$ cat src/rtl/nn_pkg.sv
// Shared constants and state encoding for the 4-8-1 forward-pass scheduler.
// The weight map puts the 32 hidden weights first and the 8 output weights after them.
package nn_pkg;

  localparam int N_IN      = 4;
  localparam int N_HID     = 8;
  localparam int X_W       = 4;
  localparam int W_W       = 4;
  localparam int H_W       = 10;
  localparam int F_W       = 18;

  localparam int HID_BASE  = 0;
  localparam int OUT_BASE  = 32;
  localparam int LAST_ADDR = 39;

  localparam int A_W       = 6;
  localparam int IW        = $clog2(N_IN);
  localparam int JW        = $clog2(N_HID);
  localparam int REL_W     = IW + JW;

  typedef enum logic [1:0] {
    IDLE,
    HID,
    OUT,
    DRAIN
  } state_t;

endpackage

$ cat src/rtl/fwd_pass_sched_mac.sv
// Time-shared multiply-accumulate unit: one W_W x H_W product per cycle, folded into
// an F_W accumulator that either restarts (first term of a neuron) or keeps adding.
module mac_unit
  import nn_pkg::*;
(
  input  logic           clk_i,
  input  logic           rst_i,
  input  logic           i_en,
  input  logic           i_load,
  input  logic [H_W-1:0] i_operand,
  input  logic [W_W-1:0] i_weight,
  output logic [F_W-1:0] o_sum
);

  logic [H_W+W_W-1:0] w_prod;
  logic [F_W-1:0]     r_acc;

  assign w_prod = (H_W+W_W)'(i_operand) * (H_W+W_W)'(i_weight);

  // o_sum is the value the accumulator is about to take, so the caller can
  // capture a finished dot product on the same edge as the last term.
  assign o_sum = i_load ? F_W'(w_prod) : r_acc + F_W'(w_prod);

  always_ff @(posedge clk_i) begin
    if (rst_i) begin
      r_acc <= '0;
    end else if (i_en) begin
      r_acc <= o_sum;
    end
  end

endmodule

$ cat src/rtl/fwd_pass_sched.sv
// Forward-pass scheduler: walks the weight ROM once per pass, feeds one MAC with
// inputs (hidden phase) then hidden activations (output phase), and publishes the result.
module fwd_pass_sched
  import nn_pkg::*;
(
  input  logic                clk_i,
  input  logic                rst_i,
  input  logic                start_i,
  input  logic [N_IN*X_W-1:0] x_i,
  output logic                w_rd_o,
  output logic [A_W-1:0]      w_addr_o,
  input  logic [W_W-1:0]      w_data_i,
  output logic                busy_o,
  output logic                done_o,
  output logic [F_W-1:0]      final_o
);

  state_t              r_state;
  state_t              w_state_next;
  logic [A_W-1:0]      r_cnt;
  logic [A_W-1:0]      w_cnt_next;
  logic                w_issue;
  logic                w_accept;

  logic [N_IN*X_W-1:0] r_x;
  logic [H_W-1:0]      r_h [N_HID];

  logic                r_tag_valid;
  logic                r_tag_out;
  logic [A_W-1:0]      r_tag_idx;

  logic [REL_W-1:0]    w_rel;
  logic [IW-1:0]       w_i;
  logic [JW-1:0]       w_j;
  logic [JW-1:0]       w_k;
  logic                w_first;
  logic                w_last;
  logic [H_W-1:0]      w_operand;
  logic [F_W-1:0]      w_sum;
  logic                w_h_we;
  logic                w_fin;

  logic                r_done;
  logic [F_W-1:0]      r_final;

  always_ff @(posedge clk_i) begin
    if (rst_i) begin
      r_state <= IDLE;
      r_cnt   <= '0;
    end else begin
      r_state <= w_state_next;
      r_cnt   <= w_cnt_next;
    end
  end

  always_comb begin
    w_state_next = r_state;
    w_cnt_next   = r_cnt;
    w_issue      = 1'b0;
    w_accept     = 1'b0;
    case (r_state)
      IDLE: begin
        if (start_i) begin
          w_accept     = 1'b1;
          w_cnt_next   = A_W'(HID_BASE);
          w_state_next = HID;
        end
      end
      HID: begin
        w_issue    = 1'b1;
        w_cnt_next = r_cnt + 1'b1;
        if (r_cnt == A_W'(OUT_BASE - 1)) begin
          w_state_next = OUT;
        end
      end
      OUT: begin
        w_issue = 1'b1;
        if (r_cnt == A_W'(LAST_ADDR)) begin
          w_state_next = DRAIN;
        end else begin
          w_cnt_next = r_cnt + 1'b1;
        end
      end
      DRAIN: begin
        if (w_fin) begin
          w_state_next = IDLE;
        end
      end
      default: begin
        w_state_next = IDLE;
      end
    endcase
  end

  assign w_rd_o   = w_issue;
  assign w_addr_o = w_issue ? r_cnt : '0;
  assign busy_o   = (r_state != IDLE);

  always_ff @(posedge clk_i) begin
    if (rst_i) begin
      r_x <= '0;
    end else if (w_accept) begin
      r_x <= x_i;
    end
  end

  // The tag lines up with the ROM's one-cycle read latency.
  always_ff @(posedge clk_i) begin
    if (rst_i) begin
      r_tag_valid <= 1'b0;
      r_tag_out   <= 1'b0;
      r_tag_idx   <= '0;
    end else begin
      r_tag_valid <= w_issue;
      r_tag_out   <= (r_state == OUT);
      r_tag_idx   <= r_cnt;
    end
  end

  assign w_rel     = REL_W'(r_tag_idx - (r_tag_out ? A_W'(OUT_BASE) : A_W'(HID_BASE)));
  assign w_i       = w_rel[IW-1:0];
  assign w_k       = w_rel[REL_W-1:IW];
  assign w_j       = w_rel[JW-1:0];
  assign w_first   = r_tag_out ? (w_j == '0) : (w_i == '0);
  assign w_last    = r_tag_out ? (w_j == JW'(N_HID - 1)) : (w_i == IW'(N_IN - 1));
  assign w_operand = r_tag_out ? r_h[w_j] : H_W'(r_x[w_i*X_W +: X_W]);
  assign w_h_we    = r_tag_valid & ~r_tag_out & w_last;
  assign w_fin     = r_tag_valid & r_tag_out & w_last;

  mac_unit u_mac (
    .clk_i     (clk_i),
    .rst_i     (rst_i),
    .i_en      (r_tag_valid),
    .i_load    (w_first),
    .i_operand (w_operand),
    .i_weight  (w_data_i),
    .o_sum     (w_sum)
  );

  // Hidden sums never exceed 900, so the low H_W bits are the whole value.
  always_ff @(posedge clk_i) begin
    if (rst_i) begin
      for (int k = 0; k < N_HID; k++) begin
        r_h[k] <= '0;
      end
    end else if (w_h_we) begin
      r_h[w_k] <= w_sum[H_W-1:0];
    end
  end

  always_ff @(posedge clk_i) begin
    if (rst_i) begin
      r_done  <= 1'b0;
      r_final <= '0;
    end else begin
      r_done <= w_fin;
      if (w_fin) begin
        r_final <= w_sum;
      end
    end
  end

  assign done_o  = r_done;
  assign final_o = r_final;

endmodule

$ cat config.mk
export PLATFORM = sky130hd
export DESIGN_NAME = fwd_pass_sched
export DESIGN_NICKNAME = d
export VERILOG_FILES = /design/src/rtl/nn_pkg.sv /design/src/rtl/fwd_pass_sched_mac.sv /design/src/rtl/fwd_pass_sched.sv
export SDC_FILE = /design/constraint.sdc
export NUM_CORES = 1
export LEC_CHECK = 0
export CORE_UTILIZATION = 34
export CTS_BUF_LIST = sky130_fd_sc_hd__clkbuf_4
export CTS_CLUSTER_DIAMETER = 120
export DETAILED_ROUTE_END_ITERATION = 16
export SLEW_MARGIN = 20
export SYNTH_ARGS = -nofsm -noshare
export SYNTH_HDL_FRONTEND = slang
export SYNTH_SLANG_ARGS = --single-unit
$ cat constraint.sdc
create_clock -name clk_i -period 9.1 [get_ports clk_i]
set_input_delay 2.73 -clock clk_i [delete_from_list [all_inputs] [get_ports clk_i]]
set_output_delay 2.73 -clock clk_i [all_outputs]
set_load 0.01 [all_outputs]
==> impl_metrics.env, run 1 <==
export IMPL_syn_avg_cell_area_um2=10.1
export IMPL_synth_fp_nets=908
export IMPL_cp_max_fo=10
export IMPL_via_count=6094
export IMPL_syn_to_final_growth_pct=12.8
export IMPL_hold_end="r_x[7]"
export IMPL_yosys_warnings=0
export IMPL_hp_class="reg -> reg"
export IMPL_fin_area_um2=9470
export IMPL_grt_max_degree=56
export IMPL_numCtsBuffers=17
export IMPL_fp_dieH_um=159
export IMPL_min_period_ns=7.63
export IMPL_drt_pass1_iterations=5
export IMPL_endpoint_kind="flop"
export IMPL_synth_cells=830
export IMPL_layout_nets=939
export IMPL_insertion_delay_ns=0.56
export IMPL_ys_seq_elements=148
export IMPL_root_buffer="clkbuf_4"
export IMPL_rows=57
export IMPL_yosysTopAreaCellShare=0.286
export IMPL_dp_hpwl_um=14400
export IMPL_dieArea_um2=25300
export IMPL_ys_seq_area_frac=0.448
export IMPL_critPathLaunch="w_data_i[3]"
export IMPL_gr_total_overflow=0
export IMPL_clock_path_buffers=2
export IMPL_setup_viol=0
export IMPL_drt_total_wl_um=20100
export IMPL_routed_top_layer="met4"
export IMPL_route_met3_wl_um=1020
export IMPL_wl_met2_um=9450
export IMPL_slew_viol_final=0
export IMPL_port_buffers=49
export IMPL_gp_congestion=0.811
export IMPL_core_area_um2=24200
export IMPL_async_flop_share=0
export IMPL_ys_flop_type="edfxtp_1"
export IMPL_regToRegStartpoint="r_tag_idx[0]"
export IMPL_io_pins=50
export IMPL_critPathLaunchType="input port"
export IMPL_ctsHoldBuffers=0
export IMPL_outcome="finished, final reports clean"
export IMPL_holdWs_ns=0.459
export IMPL_setup_tns_ns=0
export IMPL_power_w=0.00198
export IMPL_cts_sinks=148
export IMPL_cts_htree_levels=4
export IMPL_drtIter0Drc=366
export IMPL_tightest_slew_ns=1.04
export IMPL_cts_resized=0
export IMPL_place_area_um2=9160
export IMPL_start_util=0.346
export IMPL_stdcell_count=1199
export IMPL_p_per_area_nw_per_um2=209
export IMPL_max_freq_mhz=131
export IMPL_regToRegSetupSlack_ns=2.18
export IMPL_post_drt_wl_per_cell_um=16.8
export IMPL_r2r_end="final_o[17]"
export IMPL_clk_pin_slew_ns=0.14
export IMPL_drive_gt1_frac=0.0915
export IMPL_post_route_period_util=0.838
export IMPL_ant_nets=0
export IMPL_synthTopCellsByArea="edfxtp_1 29%, dfxtp_1 16%, mux4_2 6.4%"
export IMPL_cap_violations=0
export IMPL_synth_edf_count=80
export IMPL_m1WireLength_um=9400
export IMPL_required_ns=9.59
export IMPL_slew_limit_headroom=0.306
export IMPL_leakage_nw=3.55
export IMPL_holdCritStartpoint="r_x[7]"
export IMPL_synth_area_um2=8400
export IMPL_die_x_um=159
export IMPL_hold_depth=2
export IMPL_fillers=2462
export IMPL_cts_post_setup_buffers_inserted=0
export IMPL_dp_cells=1166
export IMPL_antenna_found_initial=1
export IMPL_timing_final_hold_violations=0
export IMPL_worstPathArrival_ns=8.12
export IMPL_via_per_inst=5.08
export IMPL_cts_tree="done"
export IMPL_track_usage=0.167
export IMPL_drc=0
export IMPL_skew_ns=0.0225
export IMPL_rsz0062_at_grt="no"
export IMPL_grt_pass1_wl_um=32900
export IMPL_ir_drop_mv=0.130
export IMPL_critical_path_class="in -> reg"
export IMPL_reg2reg_depth=23
export IMPL_grt_pass1_vias=6062
export IMPL_yosysTopAreaCell="edfxtp_1"
export IMPL_ys_types=69
final cells by class:
| cell class | instances | area, um^2 | share of cell area |
|---|---|---|---|
| multi-input combinational | 595 | 4290 | 0.453 |
| sequential | 148 | 3760 | 0.397 |
| timing repair buffer | 56 | 538 | 0.0568 |
| tap | 324 | 405 | 0.0428 |
| clock inverter | 15 | 183 | 0.0193 |
| inverter | 43 | 161 | 0.0170 |
| clock buffer | 17 | 128 | 0.0135 |
| antenna | 1 | 2.50 | 0.000264 |
cells in the mapped netlist, types with 4 or more instances:
master      n
clkbuf_1   32
ha_1       38
buf_2       5
and2_1     27
nand3b_1    4
a21oi_1    46
nor2b_1    30
nor2_1    125
buf_1       4
o21a_1      4
edfxtp_1   80
a311oi_1    4
a21o_1     13
a211oi_1   23
inv_1      43
xnor2_1    10
nand2_1    85
o211a_1     4
xor2_1      7
mux4_2     24
mux2i_1    16
a31oi_1     8
fa_1       17
nand2b_1    6
nand4_1     6
nand3_1    15
dfxtp_1    68
nor3_1      8
o21ai_0    16
worst max path at each step:
| stage | to | cells past startpoint |
|---|---|---|
| global placement | final_o[17] | 19 |
| global route | final_o[17] | 19 |
| finish | final_o[17] | 19 |
| detailed placement | final_o[17] | 19 |
| CTS | final_o[17] | 19 |
| floorplan | final_o[17] | 18 |
stage by stage:
step	setup WS, ns	util
2_1_floorplan	1.89	-
3_3_place_gp	0.960	0.378
5_1_grt	1.12	0.391
6_report	1.47	0.391
4_1_cts	1.52	0.390
3_5_place_dp	0.923	0.378
critical path: stages:
cell	delay, ns
clkdlybuf4s50_1	0.54
nor2b_1	0.21
fa_1	0.58
inv_1	0.06
fa_1	0.54
inv_1	0.04
ha_1	0.35
a21o_1	0.21
a31o_1	0.20
o211a_1	0.26
or3_1	0.37
and2_1	0.18
ha_1	0.36
nand2_1	0.09
o21ai_2	0.26
o31ai_1	0.16
o31ai_2	0.52
nand4_1	0.18
a311oi_2	0.27
power by group:
| group | switching [W] | internal (W) |
|---|---|---|
| clock | 0.000253 | 0.000193 |
| sequential | 0.0000426 | 0.000762 |
| combinational | 0.000460 | 0.000269 |
| total | 0.000755 | 0.00122 |
cells in the final DEF (no fill, tap or decap), drive strengths merged, types with 5 or more instances in the layout:
| cell type | n |
|---|---|
| a211oi | 24 |
| nand2 | 85 |
| dfxtp | 68 |
| fa | 17 |
| clkbuf | 17 |
| ha | 38 |
| buf | 8 |
| edfxtp | 80 |
| o21ai | 20 |
| nor2b | 30 |
| nor2 | 125 |
| inv | 45 |
| a21oi | 47 |
| a21o | 13 |
| nand3 | 15 |
| mux4 | 24 |
| and2 | 27 |
| xor2 | 7 |
| nor3 | 8 |
| mux2i | 19 |
| xnor2 | 10 |
| a31oi | 8 |
| a311oi | 5 |
| clkinv | 9 |
| nand2b | 6 |
| clkdlybuf4s50 | 48 |
| nand4 | 6 |
layer usage:
metal / track usage / vias up
li1: - / 3003
met1: 0.229 / 2921
met2: 0.270 / 153
met3: 0.0305 / 17
met4: 0.0485 / 0
met5: 0 / -
sequential cells by signal, summed over array words and instances (netlist names):
signal       count
final_o         18
r_tag_idx        5
done_o           1
r_state          2
r_x             16
r_cnt            6
r_tag_out        1
u_mac.r_acc     18
r_tag_valid      1
r_h             80
kinds of logic (layout without fill, tap and decap cells):
group,after synthesis,count (layout),share of synthesized area
buffers and inverters,87,131,0.0414
flip-flops,148,148,0.448
AO/OA/AOI/OAI,153,153,0.123
other,0,1,0
AND/OR/NAND/NOR,327,327,0.183
adder cells (fa/ha/maj),55,55,0.0972
XOR/XNOR,17,17,0.0177
multiplexers,43,43,0.0894
No activity file was read; power rests on OpenSTA's default activity.
==> run 2, diff against run 1 <==
==> constraint.sdc (replaced) <==
create_clock -name clk_i -period 7.3 [get_ports clk_i]
set_input_delay 2.19 -clock clk_i [delete_from_list [all_inputs] [get_ports clk_i]]
set_output_delay 2.19 -clock clk_i [all_outputs]
set_load 0.01 [all_outputs]
==> impl_metrics.env, run 2 (synthesis gave the netlist of run 1 again) <==
export IMPL_fp_dieH_um=159
export IMPL_layout_nets=966
export IMPL_fin_ws_ns=0.558
export IMPL_fin_area_um2=9580
export IMPL_cts_resized=0
export IMPL_drc=0
export IMPL_root_buffer="clkbuf_4"
export IMPL_drt_pass1_iterations=5
export IMPL_pre_cts_slack_ns=0.0219
export IMPL_critPathLaunchType="input port"
export IMPL_hp_class="reg -> reg"
export IMPL_seqPwrFrac=0.415
export IMPL_outcome="finished, final reports clean"
export IMPL_gp_congestion=0.797
export IMPL_switching_share=0.382
export IMPL_skew_ns=0.0208
export IMPL_setup_tns_ns=0
export IMPL_post_drt_wl_per_cell_um=16.6
export IMPL_grt_pass1_vias=6072
export IMPL_routed_top_layer="met4"
export IMPL_fillers=2437
export IMPL_clockPowerShare=0.182
export IMPL_final_util=0.395
export IMPL_final_cell_mix="125 x nor2_1, 85 x nand2_1, 80 x edfxtp_1"
export IMPL_slew_viol_final=0
export IMPL_min_period_ns=6.74
export IMPL_cp_max_fo=7
export IMPL_dp_hpwl_um=14400
export IMPL_stdcell_count=1226
export IMPL_via_per_inst=5.08
export IMPL_core_area_um2=24200
export IMPL_endpoint_kind="flop"
export IMPL_drtIter0Drc=379
export IMPL_wl_met2_um=9420
export IMPL_cts_post_setup_buffers_inserted=0
export IMPL_antenna_found_initial=1
export IMPL_cap_violations=0
export IMPL_port_buffers=49
export IMPL_drive_gt1_frac=0.118
export IMPL_cts_tree="done"
export IMPL_p_per_area_nw_per_um2=251
export IMPL_final_common_cell="nor2_1"
export IMPL_io_pins=50
export IMPL_post_route_period_util=0.924
export IMPL_m1WireLength_um=9690
export IMPL_dp_cells=1193
export IMPL_track_usage=0.167
export IMPL_insertion_delay_ns=0.57
export IMPL_ir_drop_mv=0.136
export IMPL_gr_total_overflow=0
export IMPL_clock_path_buffers=2
export IMPL_route_met3_wl_um=865
export IMPL_leakage_nw=3.65
export IMPL_die_x_um=159
export IMPL_grt_max_degree=65
export IMPL_rows=57
export IMPL_cts_sinks=148
export IMPL_drt_total_wl_um=20300
export IMPL_dieArea_um2=25300
export IMPL_place_area_um2=9360
export IMPL_syn_to_final_growth_pct=14.1
export IMPL_pwr_share_comb=0.403
export IMPL_critical_path_class="in -> reg"
export IMPL_via_count=6223
export IMPL_clk_pin_slew_ns=0.11
export IMPL_cts_htree_levels=4
export IMPL_ant_nets=0
export IMPL_largest_reg_flops=80
export IMPL_rsz0062_at_grt="no"
export IMPL_tightest_slew_ns=0.944
export IMPL_p_sw_w=0.000921
export IMPL_timing_final_hold_violations=0
export IMPL_start_util=0.346
export IMPL_top_register="r_h"
export IMPL_numCtsBuffers=17
export IMPL_internal_power_w=0.00149
export IMPL_setup_viol=0
export IMPL_grt_pass1_wl_um=32900
export IMPL_worstPathArrival_ns=7.21
export IMPL_ctsHoldBuffers=0
export IMPL_required_ns=7.77
export IMPL_max_freq_mhz=148
export IMPL_slew_limit_headroom=0.366
-- run 2: changes by cell type in the layout (fill, tap and decap cells not counted), sizes merged --
cell    change
inv         -2
clkbuf      +7
buf        +27
bufinv      -3
clkinv      -2
-- run 2: worst paths after layout --
path / from / to / slack [ns] / cells after the start
max: w_data_i[2] / final_o[17] / 0.56 / 21
min: r_x[4] / r_x[4] / 0.46 / 2
max reg2reg: r_tag_idx[0] / final_o[17] / 0.85 / 24
min reg2reg: r_x[4] / r_x[4] / 0.46 / 2
-- run 2: cell type report --
| class | count | area [um^2] | area share |
|---|---|---|---|
| Multi-Input combinational cell | 595 | 4290 | 0.448 |
| Sequential cell | 148 | 3760 | 0.393 |
| Timing Repair Buffer | 83 | 741 | 0.0773 |
| Tap cell | 324 | 405 | 0.0423 |
| Clock buffer | 24 | 180 | 0.0188 |
| Inverter | 43 | 161 | 0.0168 |
| Clock inverter | 8 | 38.8 | 0.00405 |
| Antenna cell | 1 | 2.50 | 0.000261 |
-- run 2: per-stage QoR --
step	hold slack, ns	total power [W]
floorplan	0.433	0.00166
finish	0.460	0.00241
detailed placement	0.448	0.00199
global route	0.481	0.00258
global placement	0.440	0.00198
CTS	0.463	0.00242
-- run 2: metal layers --
layer / global-route usage / vias to the layer above
met2: 0.269 / 155
met1: 0.229 / 2986
li1: - / 3059
met5: 0 / -
met4: 0.0476 / 0
met3: 0.0297 / 23
-- run 2: worst max-delay path: stages --
cell and delay (ns):
clkdlybuf4s50_1 0.50, and2_1 0.20, fa_1 0.51, inv_1 0.06, fa_1 0.53, inv_1 0.04, ha_1 0.29, a21o_1 0.19
a31o_1 0.20, o211a_1 0.26, or3_1 0.37, and2_1 0.18, ha_1 0.30, nand2_1 0.07, o21ai_2 0.22, buf_4 0.16
nor4_4 0.04, o31ai_2 0.27, buf_4 0.20, nand4_1 0.13, a311oi_2 0.31
-- run 2: power by group through the flow --
stage	Combinational, W	Sequential (W)	Clock [W]
after floorplan	0.000666	0.000998	0
after global placement	0.000962	0.00102	0
after detailed placement	0.000968	0.00102	0
after CTS	0.000974	0.00100	0.000447
after global routing	0.00108	0.00101	0.000482
final	0.000971	0.00100	0.000437
